$ cat src/rtl/ex_muldiv_iter_if.sv
// Request/response bundle between the EX stage and the iterative multiply/divide unit.
interface ex_muldiv_iter_if #(
  parameter int unsigned XLEN = 32
);
  logic            start_i;
  logic [2:0]      op_i;
  logic [XLEN-1:0] reg_1;
  logic [XLEN-1:0] reg_2;
  logic [4:0]      waddr_i;
  logic            we_i;
  logic            flush_i;
  logic            stall_o;
  logic            valid_o;
  logic [XLEN-1:0] wdata_o;
  logic [4:0]      waddr_o;
  logic            we_o;

  modport master (
    output start_i, op_i, reg_1, reg_2, waddr_i, we_i, flush_i,
    input  stall_o, valid_o, wdata_o, waddr_o, we_o
  );

  modport slave (
    input  start_i, op_i, reg_1, reg_2, waddr_i, we_i, flush_i,
    output stall_o, valid_o, wdata_o, waddr_o, we_o
  );
endinterface

$ cat src/rtl/ex_muldiv_iter.sv
// Radix-2 iterative multiply/divide unit: shift-add multiply and restoring divide on
// operand magnitudes, one bit per cycle, with sign correction folded into the final step.
module ex_muldiv_iter #(
  parameter int unsigned XLEN = 32
) (
  input  logic             clk,
  input  logic             rst,
  ex_muldiv_iter_if.slave  bus
);
  localparam int unsigned CNT_W = $clog2(XLEN) + 1;
  localparam int unsigned PW    = 2 * XLEN;

  localparam logic [2:0] OP_MUL   = 3'b000;
  localparam logic [2:0] OP_MULH  = 3'b001;
  localparam logic [2:0] OP_MULHU = 3'b010;
  localparam logic [2:0] OP_DIV   = 3'b011;
  localparam logic [2:0] OP_DIVU  = 3'b100;
  localparam logic [2:0] OP_REM   = 3'b101;
  localparam logic [2:0] OP_REMU  = 3'b110;
  localparam logic [2:0] OP_RSV   = 3'b111;

  typedef enum logic [1:0] {IDLE, CALC, DONE} state_t;

  state_t            state_q, state_d;
  logic [CNT_W-1:0]  cnt_q, cnt_d;
  logic [PW-1:0]     acc_q, acc_d;
  logic [XLEN-1:0]   a_q, a_d, b_q, b_d;
  logic [XLEN-1:0]   wdata_q, wdata_d;
  logic [2:0]        op_q, op_d;
  logic              neg_q, neg_d;
  logic [4:0]        waddr_q, waddr_d;
  logic              we_q, we_d;
  logic              stall_c;

  // Incoming operand decode: signedness, magnitudes and the final sign flag.
  logic            div_in, sgn_in, neg_in;
  logic [XLEN-1:0] mag_a, mag_b;

  always_comb begin
    div_in = (bus.op_i >= OP_DIV) && (bus.op_i != OP_RSV);
    sgn_in = (bus.op_i == OP_MUL) || (bus.op_i == OP_MULH) ||
             (bus.op_i == OP_DIV) || (bus.op_i == OP_REM);
    mag_a  = (sgn_in && bus.reg_1[XLEN-1]) ? -bus.reg_1 : bus.reg_1;
    mag_b  = (sgn_in && bus.reg_2[XLEN-1]) ? -bus.reg_2 : bus.reg_2;
    if (bus.op_i == OP_REM) neg_in = bus.reg_1[XLEN-1];
    else if (sgn_in)        neg_in = bus.reg_1[XLEN-1] ^ bus.reg_2[XLEN-1];
    else                    neg_in = 1'b0;
  end

  // One iteration: acc is {hi, lo}; multiply adds a_q into hi and shifts right,
  // divide shifts left and keeps the trial subtraction when it does not borrow.
  logic            is_div_q;
  logic [XLEN:0]   mul_sum, div_sh, div_diff;
  logic [PW-1:0]   step, prod_fix;
  logic [XLEN-1:0] q_fix, r_fix, result;

  always_comb begin
    is_div_q = (op_q >= OP_DIV);
    mul_sum  = {1'b0, acc_q[PW-1:XLEN]} + (acc_q[0] ? {1'b0, a_q} : {(XLEN+1){1'b0}});
    div_sh   = acc_q[PW-1:XLEN-1];
    div_diff = div_sh - {1'b0, b_q};
    if (is_div_q)
      step = div_diff[XLEN] ? {div_sh[XLEN-1:0], acc_q[XLEN-2:0], 1'b0}
                            : {div_diff[XLEN-1:0], acc_q[XLEN-2:0], 1'b1};
    else
      step = {mul_sum, acc_q[XLEN-1:1]};
    prod_fix = neg_q ? -step : step;
    q_fix    = neg_q ? -step[XLEN-1:0] : step[XLEN-1:0];
    r_fix    = neg_q ? -step[PW-1:XLEN] : step[PW-1:XLEN];
    case (op_q)
      OP_MUL:            result = prod_fix[XLEN-1:0];
      OP_MULH, OP_MULHU: result = prod_fix[PW-1:XLEN];
      OP_DIV, OP_DIVU:   result = q_fix;
      OP_REM, OP_REMU:   result = r_fix;
      default:           result = '0;
    endcase
  end

  always_ff @(posedge clk or negedge rst) begin
    if (!rst) state_q <= IDLE;
    else      state_q <= state_d;
  end

  // Next-state, datapath load/step and the combinational stall.
  always_comb begin
    state_d = state_q;
    cnt_d   = cnt_q;
    acc_d   = acc_q;
    a_d     = a_q;
    b_d     = b_q;
    op_d    = op_q;
    neg_d   = neg_q;
    waddr_d = waddr_q;
    we_d    = we_q;
    wdata_d = wdata_q;
    stall_c = 1'b0;
    case (state_q)
      IDLE: begin
        if (bus.start_i && !bus.flush_i) begin
          stall_c = 1'b1;
          op_d    = bus.op_i;
          waddr_d = bus.waddr_i;
          we_d    = bus.we_i;
          if (bus.op_i == OP_RSV) begin
            wdata_d = '0;
            state_d = DONE;
          end else if (div_in && (bus.reg_2 == '0)) begin
            wdata_d = ((bus.op_i == OP_DIV) || (bus.op_i == OP_DIVU)) ? '1 : bus.reg_1;
            state_d = DONE;
          end else begin
            a_d     = mag_a;
            b_d     = mag_b;
            neg_d   = neg_in;
            acc_d   = {{XLEN{1'b0}}, (div_in ? mag_a : mag_b)};
            cnt_d   = CNT_W'(XLEN);
            state_d = CALC;
          end
        end
      end
      CALC: begin
        stall_c = 1'b1;
        if (bus.flush_i) begin
          state_d = IDLE;
        end else begin
          acc_d = step;
          cnt_d = cnt_q - CNT_W'(1);
          if (cnt_q == CNT_W'(1)) begin
            wdata_d = result;
            state_d = DONE;
          end
        end
      end
      DONE: begin
        stall_c = 1'b1;
        state_d = IDLE;
      end
      default: state_d = IDLE;
    endcase
  end

  always_ff @(posedge clk or negedge rst) begin
    if (!rst) begin
      cnt_q   <= '0;
      acc_q   <= '0;
      a_q     <= '0;
      b_q     <= '0;
      op_q    <= '0;
      neg_q   <= 1'b0;
      waddr_q <= '0;
      we_q    <= 1'b0;
      wdata_q <= '0;
    end else begin
      cnt_q   <= cnt_d;
      acc_q   <= acc_d;
      a_q     <= a_d;
      b_q     <= b_d;
      op_q    <= op_d;
      neg_q   <= neg_d;
      waddr_q <= waddr_d;
      we_q    <= we_d;
      wdata_q <= wdata_d;
    end
  end

  // A flush landing in DONE kills the strobe in the same cycle.
  assign bus.stall_o = stall_c;
  assign bus.valid_o = (state_q == DONE) && !bus.flush_i;
  assign bus.we_o    = we_q && bus.valid_o;
  assign bus.wdata_o = wdata_q;
  assign bus.waddr_o = waddr_q;
endmodule

$ cat src/flat_wrapper.sv
// flat-port wrapper written by rule: the top's interface ports become plain ports
module ex_muldiv_iter_flat 
#(
  parameter int unsigned XLEN = 32
)
  (clk, rst, bus_start_i, bus_op_i, bus_reg_1, bus_reg_2, bus_waddr_i, bus_we_i, bus_flush_i, bus_stall_o, bus_valid_o, bus_wdata_o, bus_waddr_o, bus_we_o);
  ex_muldiv_iter_if #(.XLEN(XLEN)) bus_i ();
  input  logic clk;
  input  logic rst;
  input wire logic [$bits(bus_i.start_i)-1:0] bus_start_i;
  input wire logic [$bits(bus_i.op_i)-1:0] bus_op_i;
  input wire logic [$bits(bus_i.reg_1)-1:0] bus_reg_1;
  input wire logic [$bits(bus_i.reg_2)-1:0] bus_reg_2;
  input wire logic [$bits(bus_i.waddr_i)-1:0] bus_waddr_i;
  input wire logic [$bits(bus_i.we_i)-1:0] bus_we_i;
  input wire logic [$bits(bus_i.flush_i)-1:0] bus_flush_i;
  output wire logic [$bits(bus_i.stall_o)-1:0] bus_stall_o;
  output wire logic [$bits(bus_i.valid_o)-1:0] bus_valid_o;
  output wire logic [$bits(bus_i.wdata_o)-1:0] bus_wdata_o;
  output wire logic [$bits(bus_i.waddr_o)-1:0] bus_waddr_o;
  output wire logic [$bits(bus_i.we_o)-1:0] bus_we_o;
  assign bus_i.start_i = bus_start_i;
  assign bus_i.op_i = bus_op_i;
  assign bus_i.reg_1 = bus_reg_1;
  assign bus_i.reg_2 = bus_reg_2;
  assign bus_i.waddr_i = bus_waddr_i;
  assign bus_i.we_i = bus_we_i;
  assign bus_i.flush_i = bus_flush_i;
  assign bus_stall_o = bus_i.stall_o;
  assign bus_valid_o = bus_i.valid_o;
  assign bus_wdata_o = bus_i.wdata_o;
  assign bus_waddr_o = bus_i.waddr_o;
  assign bus_we_o = bus_i.we_o;
  ex_muldiv_iter #(.XLEN(XLEN)) u_core (.clk(clk), .rst(rst), .bus(bus_i));
endmodule
$ cat config.mk
export PLATFORM = sky130hd
export DESIGN_NAME = ex_muldiv_iter_flat
export DESIGN_NICKNAME = d
export VERILOG_FILES = /design/src/rtl/ex_muldiv_iter_if.sv /design/src/rtl/ex_muldiv_iter.sv /design/src/flat_wrapper.sv
export SDC_FILE = /design/constraint.sdc
export NUM_CORES = 1
export LEC_CHECK = 0
export BUFFER_PORTS_ARGS = -buffer_cell sky130_fd_sc_hd__buf_2
export CAP_MARGIN = 0
export CORE_MARGIN = 1
export CORE_UTILIZATION = 55
export CTS_BUF_LIST = sky130_fd_sc_hd__clkbuf_4 sky130_fd_sc_hd__clkbuf_8
export CTS_CLUSTER_SIZE = 8
export DETAILED_ROUTE_END_ITERATION = 16
export MAX_ROUTING_LAYER = met4
export PLACE_DENSITY = 0.86
export RECOVER_POWER = 50
export SLEW_MARGIN = 20
export SYNTH_ARGS = -nofsm -noshare
export SYNTH_HDL_FRONTEND = slang
export SYNTH_SLANG_ARGS = --single-unit
$ cat constraint.sdc
create_clock -name clk -period 14.7 [get_ports clk]
set_input_delay 2.205 -clock clk [delete_from_list [all_inputs] [get_ports clk]]
set_output_delay 2.205 -clock clk [all_outputs]
set_load 0.02 [all_outputs]
==> impl_metrics.json <==
{
  "die_h_um": 178,
  "grt_overflow": 0,
  "drt_iter0_drc": 2445,
  "tightest_slew_ps": 3700,
  "violations": "capacitance limit, slew limit",
  "rr_startpoint": "u_core.acc_q[31]",
  "ys.flop_type": "dfrtp_1",
  "startpoint": "rst",
  "initial_utilization_pct": 56.5,
  "cts_tree": "built",
  "crit_path_frequent_cell": "clkbuf_1",
  "grt_max_degree": 109,
  "hold_start": "u_core.bus.wdata_o[8]",
  "htree_levels": 4,
  "post_cts_buffers": 0,
  "gr-usage-all-layers_pct": 44.7,
  "die_area_um2": 31600,
  "critPathRequiredTime_ps": 14500,
  "power_density_nw_per_um2": 274,
  "syn_avg_cell_area_um2": 7.63,
  "dpl.hpwl_um": 53000,
  "postPlaceCellArea_um2": 17800,
  "ys_seq_elements": 178,
  "grt_pass1_vias": 16600,
  "status": "finished, violations left",
  "hold_class": "reg -> reg",
  "final_hold_viol_count": 0,
  "cp_num_buf_inv": 2,
  "cp-start-kind": "primary input",
  "whs_path_depth": 2,
  "cts_root_buffer": "clkbuf_8",
  "synth_area_leaders": "dfrtp_1 26%, nand2_1 6.3%, o21ai_0 6.2%",
  "slew_headroom_pct": -147,
  "synthCells": 2226,
  "rsz0062_at_grt": "no",
  "critical-path-top-delay-family": "buffers and inverters",
  "antenna_found_initial": 2,
  "finalCriticalPeriod_ps": 7440,
  "yosysSeqAreaShare_pct": 26.2,
  "drive_gt1_share_pct": 11.7,
  "drtAntennaViolNets": 0,
  "worstSetupPathType": "in -> async",
  "critPathMaxStageDelay_ps": 2730,
  "rrSetupSlack_ps": 8540,
  "wire_per_inst_um": 25.6,
  "syn-num-nets": 2379,
  "first_pass_iters": 6,
  "async_flop_share_pct": 100,
  "reg2reg_to": "u_core.bus.wdata_o[28]",
  "cts_buffer_depth": 2,
  "endpoint_kind": "asynchronous set/reset pin",
  "r2r_cells": 22,
  "ios": 117,
  "routed_wl_um": 68300,
  "cts.sink_count": 178,
  "finalCritPeriodShare_pct": 50.6,
  "vias": 18300,
  "cts-resized-gates": 0,
  "place.gp.congestion": 1.08,
  "synth_edf_count": 0,
  "clkTransAtPathRegs_ps": 100,
  "synth_area_um2": 17000,
  "synth_top_area_cell": "dfrtp_1",
  "die-width_um": 178,
  "ys_types": 102,
  "area_growth_pct": 7.28,
  "fin_skew_ps": 29.2,
  "crit_fanout": 64,
  "max_cap_violations": 3,
  "synth_top_area_share_pct": 26.2,
  "viasPerCell": 6.84,
  "drc": 0,
  "ir_drop_v": 0.000165,
  "min_to": "u_core.bus.wdata_o[8]",
  "setup_viol": 0,
  "coreArea_um2": 30000,
  "layout_commonest_cell": "nand2_1",
  "cts_buffers": 17,
  "clock.fmax_ghz": 0.134,
  "final_nets": 2418,
  "final_area_um2": 18200,
  "crit_slowest_cell": "clkbuf_1",
  "yosysWarnings": 0,
  "critical_path_arrival_ps": 7240,
  "p_leak_nw": 7.72,
  "grt_pass1_wl_um": 101000,
  "insertion_delay_ps": 550,
  "cp_cell_sequence": "clkbuf_1 -> clkbuf_1",
  "slew_viol_final": 183,
  "mostFrequentLayoutCells": "286 x nand2_1, 209 x o21ai_0, 198 x nor2_1, 183 x a21oi_1, 177 x dfrtp_1",
  "cts_hold_buf": 0,
  "setup-tns-final_ps": 0,
  "rows": 63,
  "portBuffers": 116
}
-- per-layer routing --
layer / GRT usage [%] / part of all wire (%) / vias to the layer above
li1: - / - / 8148
met1: 58.2 / 40 / 8701
met2: 63.2 / 43 / 1173
met3: 9.92 / 11 / 244
met4: 26.5 / 6.7 / 0
met5: - / 0 / -
-- state kept, by name, summed over array words and instances, names as in the netlist, 2 cells and up --
name	flops
u_core.b_q	32
u_core.state_q	2
u_core.bus.wdata_o	32
u_core.cnt_q	6
u_core.acc_q	64
u_core.bus.waddr_o	5
u_core.op_q	3
u_core.a_q	32
-- area by class of cell --
| cell class | instances | area, um^2 |
|---|---|---|
| flip-flops and latches | 178 | 4460 |
| diodes | 3 | 7.51 |
| clock buffers | 18 | 248 |
| well taps | 390 | 488 |
| inverters | 76 | 285 |
| repair buffers | 149 | 817 |
| multi-input cells | 1843 | 11800 |
| fillers | 2766 | 11800 |
| clock inverters | 14 | 156 |
-- cell usage after synthesis, types with 48 or more instances --
master    count
nand2_1     286
o21ai_0     209
nor2_1      199
a21oi_1     185
dfrtp_1     178
xnor2_1      95
clkbuf_1     82
inv_1        76
ha_1         74
xor2_1       66
nand3_1      64
nor3_1       49
a31oi_1      48
o31ai_1      48
-- worst max-delay path by stage --
stage | endpoint | slack (ps) | cells past startpoint
6_report | u_core.acc_q[62] | 7260 | 2
2_1_floorplan | u_core.bus.wdata_o[26] | 9330 | 14
3_5_place_dp | u_core.bus.wdata_o[31] | 8330 | 15
5_1_grt | u_core.a_q[29] | 6180 | 2
3_3_place_gp | u_core.cnt_q[4] | 8430 | 13
4_1_cts | u_core.bus.wdata_o[28] | 8780 | 22
-- metrics by stage --
step | setup WS [ps] | power [mW] | utilization (%) | hold WS (ps) | std cells
floorplan | 9330 | 3.35 | - | 468 | 2226
global placement | 8430 | 4.43 | 59.3 | 463 | 2635
detailed placement | 8330 | 4.46 | 59.3 | 466 | 2635
CTS | 8780 | 4.85 | 60.6 | 489 | 2667
global route | 6180 | 5.25 | 60.7 | 517 | 2671
finish | 7260 | 5.00 | 60.7 | 490 | 2671
-- cell families after synthesis --
family / after synthesis / share of synthesized area (%)
AND/OR/NAND/NOR: 798 / 22.2
AO/OA/AOI/OAI: 730 / 27.7
adder cells (fa/ha/maj): 77 / 5.75
buffers and inverters: 205 / 5.00
XOR/XNOR: 161 / 8.31
multiplexers: 77 / 4.80
flip-flops: 178 / 26.2
-- power breakdown --
| part | total [mW] | internal (mW) | switching, mW | leakage [nW] |
|---|---|---|---|---|
| logic | 3.68 | 1.22 | 2.46 | 5.35 |
| clock network | 0.378 | 0.148 | 0.230 | 0.208 |
| registers | 0.944 | 0.714 | 0.230 | 2.16 |
| total | 5.00 | 2.08 | 2.92 | 7.72 |
(Power assumes the default switching activity.)
